$ cat config.mk
export PLATFORM = sky130hd
export DESIGN_NAME = intr_seq
export DESIGN_NICKNAME = d
export VERILOG_FILES = /design/src/rtl/intr_seq.sv
export SDC_FILE = /design/constraint.sdc
export NUM_CORES = 1
export LEC_CHECK = 0
export CORE_ASPECT_RATIO = 1.4
export CORE_MARGIN = 4
export CORE_UTILIZATION = 37
export CTS_BUF_LIST = sky130_fd_sc_hd__clkbuf_4 sky130_fd_sc_hd__clkbuf_8
export DETAILED_ROUTE_END_ITERATION = 10
export PLACE_DENSITY = 0.86
export RECOVER_POWER = 100
export SKIP_LAST_GASP = 1
export SYNTH_ARGS = -nofsm -noshare
export SYNTH_HDL_FRONTEND = slang
export SYNTH_SLANG_ARGS = --single-unit
$ cat constraint.sdc
create_clock -name CLK -period 2.9 [get_ports CLK]
set_input_delay 0.725 -clock CLK [delete_from_list [all_inputs] [get_ports CLK]]
set_output_delay 0.725 -clock CLK [all_outputs]
set_load 0.005 [all_outputs]
$ cat src/rtl/intr_seq.sv
`default_nettype none
// ============================================================================
// Module   : intr_seq
// Purpose  : mc6502 RES/NMI/IRQ/BRK entry sequencer; owns datapath controls
//            while BUSY=1 to push PCH/PCL/P, fetch the vector and set I.
// Revision : 1.0 - initial release
// ============================================================================
module intr_seq #(
    parameter logic [3:0] P_ALU_DEC = 4'hd,
    parameter int         P_I_BIT   = 2
) (
    input  logic       CLK,
    input  logic       RES_N,
    input  logic       NMI_N,
    input  logic       IRQ_N,
    input  logic       BRK_REQ,
    input  logic       INSTR_END,
    input  logic [8:0] FLAG,
    output logic       BUSY,
    output logic       MEM_WE,
    output logic       PUSH_B,
    output logic [2:0] DB_OUT_SRC,
    output logic [1:0] PCL_SRC,
    output logic       PCH_SRC,
    output logic       PCL_WE,
    output logic       PCH_WE,
    output logic       S_WE,
    output logic       ABL_WE,
    output logic       ABH_WE,
    output logic [2:0] REG_SRC,
    output logic [3:0] ALU_CTRL,
    output logic [2:0] ALU_SRC_A,
    output logic       ALU_SRC_B,
    output logic [2:0] P_SRC,
    output logic [7:0] P_MASK,
    output logic [2:0] ABL_SRC,
    output logic [2:0] ABH_SRC,
    output logic       VEC_OVR,
    output logic [7:0] VEC_LO
);

    localparam logic [2:0] c_st_idle  = 3'd0;
    localparam logic [2:0] c_st_reset = 3'd1;
    localparam logic [2:0] c_st_a0    = 3'd2;
    localparam logic [2:0] c_st_w_pch = 3'd3;
    localparam logic [2:0] c_st_w_pcl = 3'd4;
    localparam logic [2:0] c_st_w_p   = 3'd5;
    localparam logic [2:0] c_st_r_vl  = 3'd6;
    localparam logic [2:0] c_st_r_vh  = 3'd7;

    localparam logic [1:0] c_kind_res = 2'd0;
    localparam logic [1:0] c_kind_nmi = 2'd1;
    localparam logic [1:0] c_kind_irq = 2'd2;
    localparam logic [1:0] c_kind_brk = 2'd3;

    localparam logic [1:0] c_vec_norm = 2'd0;
    localparam logic [1:0] c_vec_nmi  = 2'd1;
    localparam logic [1:0] c_vec_res  = 2'd2;

    localparam logic [7:0] c_i_mask = 8'(1 << P_I_BIT);

    logic [2:0] r_state;
    logic [2:0] w_state_nxt;
    logic [1:0] r_kind;
    logic [1:0] w_kind_nxt;
    logic [1:0] r_vec;
    logic [1:0] w_vec_sel;
    logic       r_nmi_s1;
    logic       r_nmi_s2;
    logic       r_nmi_latch;
    logic       w_nmi_fall;
    logic       w_nmi_pend;
    logic       w_nmi_commit;
    logic       w_i_flag;
    logic       w_flag_unused;

    assign w_i_flag      = FLAG[P_I_BIT];
    assign w_flag_unused = ^FLAG;

    // A fall still in the synchronizer counts as pending, so an NMI arriving
    // late in a BRK/IRQ entry can still take over the vector at W_P.
    assign w_nmi_fall   = r_nmi_s2 & ~r_nmi_s1;
    assign w_nmi_pend   = r_nmi_latch | w_nmi_fall;
    assign w_nmi_commit = (r_state == c_st_w_p) && (r_kind != c_kind_res) && w_nmi_pend;

    always_comb begin
        if (r_kind == c_kind_res) begin
            w_vec_sel = c_vec_res;
        end else if (w_nmi_pend) begin
            w_vec_sel = c_vec_nmi;
        end else begin
            w_vec_sel = c_vec_norm;
        end
    end

    always_ff @(posedge CLK or negedge RES_N) begin
        if (!RES_N) begin
            r_state <= c_st_reset;
            r_kind  <= c_kind_res;
        end else begin
            r_state <= w_state_nxt;
            r_kind  <= w_kind_nxt;
        end
    end

    always_ff @(posedge CLK or negedge RES_N) begin
        if (!RES_N) begin
            r_nmi_s1    <= 1'b1;
            r_nmi_s2    <= 1'b1;
            r_nmi_latch <= 1'b0;
            r_vec       <= c_vec_norm;
        end else begin
            r_nmi_s1 <= NMI_N;
            r_nmi_s2 <= r_nmi_s1;
            if (w_nmi_commit) begin
                r_nmi_latch <= 1'b0;
            end else if (w_nmi_fall) begin
                r_nmi_latch <= 1'b1;
            end
            if (r_state == c_st_w_p) begin
                r_vec <= w_vec_sel;
            end
        end
    end

    always_comb begin
        w_state_nxt = r_state;
        w_kind_nxt  = r_kind;
        case (r_state)
            c_st_idle: begin
                if (INSTR_END) begin
                    if (r_nmi_latch) begin
                        w_state_nxt = c_st_a0;
                        w_kind_nxt  = c_kind_nmi;
                    end else if (!IRQ_N && !w_i_flag) begin
                        w_state_nxt = c_st_a0;
                        w_kind_nxt  = c_kind_irq;
                    end else if (BRK_REQ) begin
                        w_state_nxt = c_st_a0;
                        w_kind_nxt  = c_kind_brk;
                    end
                end
            end
            c_st_reset: w_state_nxt = c_st_a0;
            c_st_a0:    w_state_nxt = c_st_w_pch;
            c_st_w_pch: w_state_nxt = c_st_w_pcl;
            c_st_w_pcl: w_state_nxt = c_st_w_p;
            c_st_w_p:   w_state_nxt = c_st_r_vl;
            c_st_r_vl:  w_state_nxt = c_st_r_vh;
            c_st_r_vh:  w_state_nxt = c_st_idle;
            default:    w_state_nxt = c_st_idle;
        endcase
    end

    always_comb begin
        BUSY       = 1'b0;
        MEM_WE     = 1'b0;
        PUSH_B     = 1'b0;
        DB_OUT_SRC = 3'd0;
        PCL_SRC    = 2'd0;
        PCH_SRC    = 1'b0;
        PCL_WE     = 1'b0;
        PCH_WE     = 1'b0;
        S_WE       = 1'b0;
        ABL_WE     = 1'b0;
        ABH_WE     = 1'b0;
        REG_SRC    = 3'd0;
        ALU_CTRL   = 4'd0;
        ALU_SRC_A  = 3'd0;
        ALU_SRC_B  = 1'b0;
        P_SRC      = 3'd5;
        P_MASK     = 8'd0;
        ABL_SRC    = 3'd0;
        ABH_SRC    = 3'd0;
        VEC_OVR    = 1'b0;
        VEC_LO     = 8'd0;

        BUSY = (r_state != c_st_idle) && (r_state != c_st_reset);

        // Push cycles: write the stack slot addressed last cycle, S <- S-1.
        if ((r_state == c_st_w_pch) || (r_state == c_st_w_pcl) || (r_state == c_st_w_p)) begin
            MEM_WE    = (r_kind != c_kind_res);
            REG_SRC   = 3'd7;
            ALU_SRC_A = 3'd3;
            ALU_SRC_B = 1'b1;
            ALU_CTRL  = P_ALU_DEC;
            S_WE      = 1'b1;
        end

        case (r_state)
            c_st_a0: begin
                ABL_SRC = 3'd4;
                ABH_SRC = 3'd5;
                ABL_WE  = 1'b1;
                ABH_WE  = 1'b1;
            end
            c_st_w_pch: begin
                DB_OUT_SRC = 3'd6;
                ABL_SRC    = 3'd3;
                ABL_WE     = 1'b1;
            end
            c_st_w_pcl: begin
                DB_OUT_SRC = 3'd5;
                ABL_SRC    = 3'd3;
                ABL_WE     = 1'b1;
            end
            c_st_w_p: begin
                DB_OUT_SRC = 3'd4;
                PUSH_B     = (r_kind == c_kind_brk);
                ABH_SRC    = 3'd6;
                ABL_WE     = 1'b1;
                ABH_WE     = 1'b1;
                case (w_vec_sel)
                    c_vec_res: begin
                        VEC_OVR = 1'b1;
                        VEC_LO  = 8'hfc;
                    end
                    c_vec_nmi: begin
                        VEC_OVR = 1'b1;
                        VEC_LO  = 8'hfa;
                    end
                    default:   ABL_SRC = 3'd6;
                endcase
            end
            c_st_r_vl: begin
                PCL_SRC = 2'd1;
                PCL_WE  = 1'b1;
                ABL_WE  = 1'b1;
                case (r_vec)
                    c_vec_res: begin
                        VEC_OVR = 1'b1;
                        VEC_LO  = 8'hfd;
                    end
                    c_vec_nmi: begin
                        VEC_OVR = 1'b1;
                        VEC_LO  = 8'hfb;
                    end
                    default:   ABL_SRC = 3'd7;
                endcase
            end
            c_st_r_vh: begin
                PCH_SRC = 1'b1;
                PCH_WE  = 1'b1;
                P_SRC   = 3'd3;
                P_MASK  = c_i_mask;
            end
            default: ;
        endcase
    end

endmodule
`default_nettype wire

==> impl_metrics.toml <==
[outcome]
outcome = "complete, no violations"

[clocking]
cts_tree = "yes"
cts_resized = 0
post-cts-setup-buffers = 0
path_clk_slew_ns = 0.06
htree_levels = 1
clock_path_buffers = 2
clk-insertion-delay-late_ns = 0.26
cts_buffers = 3
holdBufCountCts = 0
cts.sinks = 10
cts-root-buf = "clkbuf_4"

[grt]
grt_pass1_vias = 657
grt_max_degree = 12
use_met2 = 0.2065
gr-usage-met1 = 0.1103
busiest_layer = "met2"
grt_use_met3 = 0.03175
grt_overflow = 0
antenna_found_initial = 0
grt_pass1_wl_um = 2884
grtUsageTotal = 0.1109

[timing]
max_freq_mhz = 352.2
post-route-min-period_ns = 2.840
report.final.slew_viol_count = 0
fin_crit_sh = 0.9792
final.setup.tns_ns = 0
hold_violations = 0
fin_worst_skew_ns = 0.0009202
rsz0062_at_grt = "yes"
final-setup-viol-count = 0

[synthesis]
synth_edf_count = 0
seq_area_frac_synth = 0.2908
syn_avg_cell_area_um2 = 8.647
ys_ff_latch = 10
netlist_area_um2 = 873.3
yosysWarnings = 0
synth_cell_types = 40
async_flop_share = 1.000
postSynthCellCount = 101
synth_flop_cell = "dfrtp_1"

[placement]
placedCellCount = 148
place_congestion = 0.7834
hpwl_um = 1577
io_buffers = 46

[floorplanning]
io_pins = 66
core-area_mm2 = 0.002202
row_count = 20
die_y_um = 65.49
start_util = 0.3966
die-width_um = 49.06
dieArea_mm2 = 0.003213

[route]
num_vias = 721
routed_wl_um = 1845
viasPerCell = 4.743
drt_pass1_iterations = 4
drc = 0
antenna_left = 0
initialDrtViolationCount = 12
post_drt_wl_per_cell_um = 12.14

[critical_path]
cpMaxStageDelayCell = "clkdlybuf4s50_1"
path_max_fanout = 4
critPathKind = "reg -> out"
crit_family = "buffers and inverters"
cp.depth = 6
rr_endpoint = "r_nmi_latch"
r2r_start = "r_state[1]"
cp-end-kind = "output pin"
slowest_delay_ns = 0.44
startpoint_type = "register"
cp_cell_sequence = "inv_1 > ha_1 > or2b_1 > a31o_1 > o21bai_1 > clkdlybuf4s50_1"
crit_buf_inv = 2
arrival_ns = 2.11
reg2reg_setup_slack_ns = 1.51
r2r_cells = 5
cp.required_ns = 2.17
setup.worst_path.start = "r_vec[0]"
crit_end = "ABL_SRC[1]"

[finish]
final-instance-count-excl-fill = 152
drive_gt1_frac = 0.1385
fillCellCount = 202
final_nets = 148
antenna_cells = 0
area_growth_pct = 37.39

[power]
ir_drop_mv = 0.4084
p_leak_nw = 0.5518
pwr_density_cell_mw_per_mm2 = 1174

[flow_run]
maxCapViolCount = 0

[min_path]
hold_path_depth = 0
hold_class = "reg -> reg"
## where the power goes
part | switching (mW) | internal (mW) | total, mW
combinational | 0.370 | 0.630 | 1.00
sequential | 0.0852 | 0.198 | 0.283
clock | 0.0484 | 0.0762 | 0.125
## cell usage after synthesis (2+ instances only)
| master | number | area share |
|---|---|---|
| nand2_1 | 5 | 0.021 |
| o21ai_0 | 5 | 0.029 |
| o22ai_1 | 2 | 0.014 |
| inv_1 | 8 | 0.034 |
| nor2_1 | 5 | 0.021 |
| o21a_1 | 2 | 0.017 |
| dfstp_2 | 3 | 0.090 |
| ha_1 | 2 | 0.029 |
| conb_1 | 2 | 0.0086 |
| nand3_1 | 2 | 0.011 |
| dfrtp_1 | 7 | 0.20 |
| buf_4 | 30 | 0.26 |
## cell type report
type	count	area (um2)	area share
inverter	10	42.54	0.03545
tap	22	27.53	0.02294
sequential	10	254.0	0.2117
multi-input combinational	59	374.1	0.3118
clock buffer	4	36.28	0.03024
timing repair buffer	47	465.4	0.3879
## cell families after synthesis
family / synth area share
flops: 0.2908
other cells: 0.008599
xor+xnor: 0.01003
fa+ha+maj: 0.02865
simple gates: 0.1763
compound gates: 0.1662
buf+inv: 0.3195
## metal layers
layer	vias to the layer above	wire length [um]
met5	-	0
met1	335	689
li1	351	-
met4	0	9
met3	2	151
met2	33	994
## stage by stage
step | hold slack (ns) | util | instance area, um2 | setup slack (ns) | power, mW
6_report | 0.3704 | 0.5449 | 1200 | 0.06040 | 1.408
4_1_cts | 0.3713 | 0.5460 | 1202 | 0.006819 | 1.491
2_1_floorplan | 0.3540 | - | 907.1 | 0.6071 | 0.8902
3_3_place_gp | 0.3574 | 0.5295 | 1166 | 0.3776 | 1.332
5_1_grt | 0.3758 | 0.5449 | 1200 | -0.01399 | 1.522
3_5_place_dp | 0.3614 | 0.5295 | 1166 | 0.3037 | 1.362
## layout by cell type (no fill, tap or decap), drive strengths merged, types with 2 or more instances in the layout
| master | synthesis | final |
|---|---|---|
| and2 | 2 | 2 |
| clkbuf | 0 | 5 |
| clkdlybuf4s50 | 0 | 26 |
| conb | 2 | 11 |
| dfrtp | 7 | 7 |
| dfstp | 3 | 3 |
| dlygate4sd3 | 0 | 20 |
| ha | 2 | 2 |
| inv | 10 | 10 |
| nand2 | 5 | 5 |
| nand2b | 2 | 2 |
| nand3 | 2 | 2 |
| nor2 | 5 | 5 |
| o21a | 2 | 2 |
| o21ai | 7 | 7 |
| o22ai | 2 | 2 |
| or2 | 2 | 2 |
## worst min-delay path by stage
stage	startpoint	end	slack, ns
6_report	r_nmi_s1	r_nmi_s2	0.37
2_1_floorplan	r_nmi_s1	r_nmi_s2	0.35
3_3_place_gp	r_nmi_s1	r_nmi_s2	0.36
3_5_place_dp	r_nmi_s1	r_nmi_s2	0.36
5_1_grt	r_nmi_s1	r_nmi_s2	0.38
4_1_cts	r_nmi_s1	r_nmi_s2	0.37
## flip-flops by register name, summed over array words and instances, names as in the netlist
| register | cells |
|---|---|
| r_nmi_s1 | 1 |
| r_nmi_s2 | 1 |
| r_nmi_latch | 1 |
| r_kind | 2 |
| r_vec | 2 |
| r_state | 3 |
No activity file was read; power rests on OpenSTA's default activity.
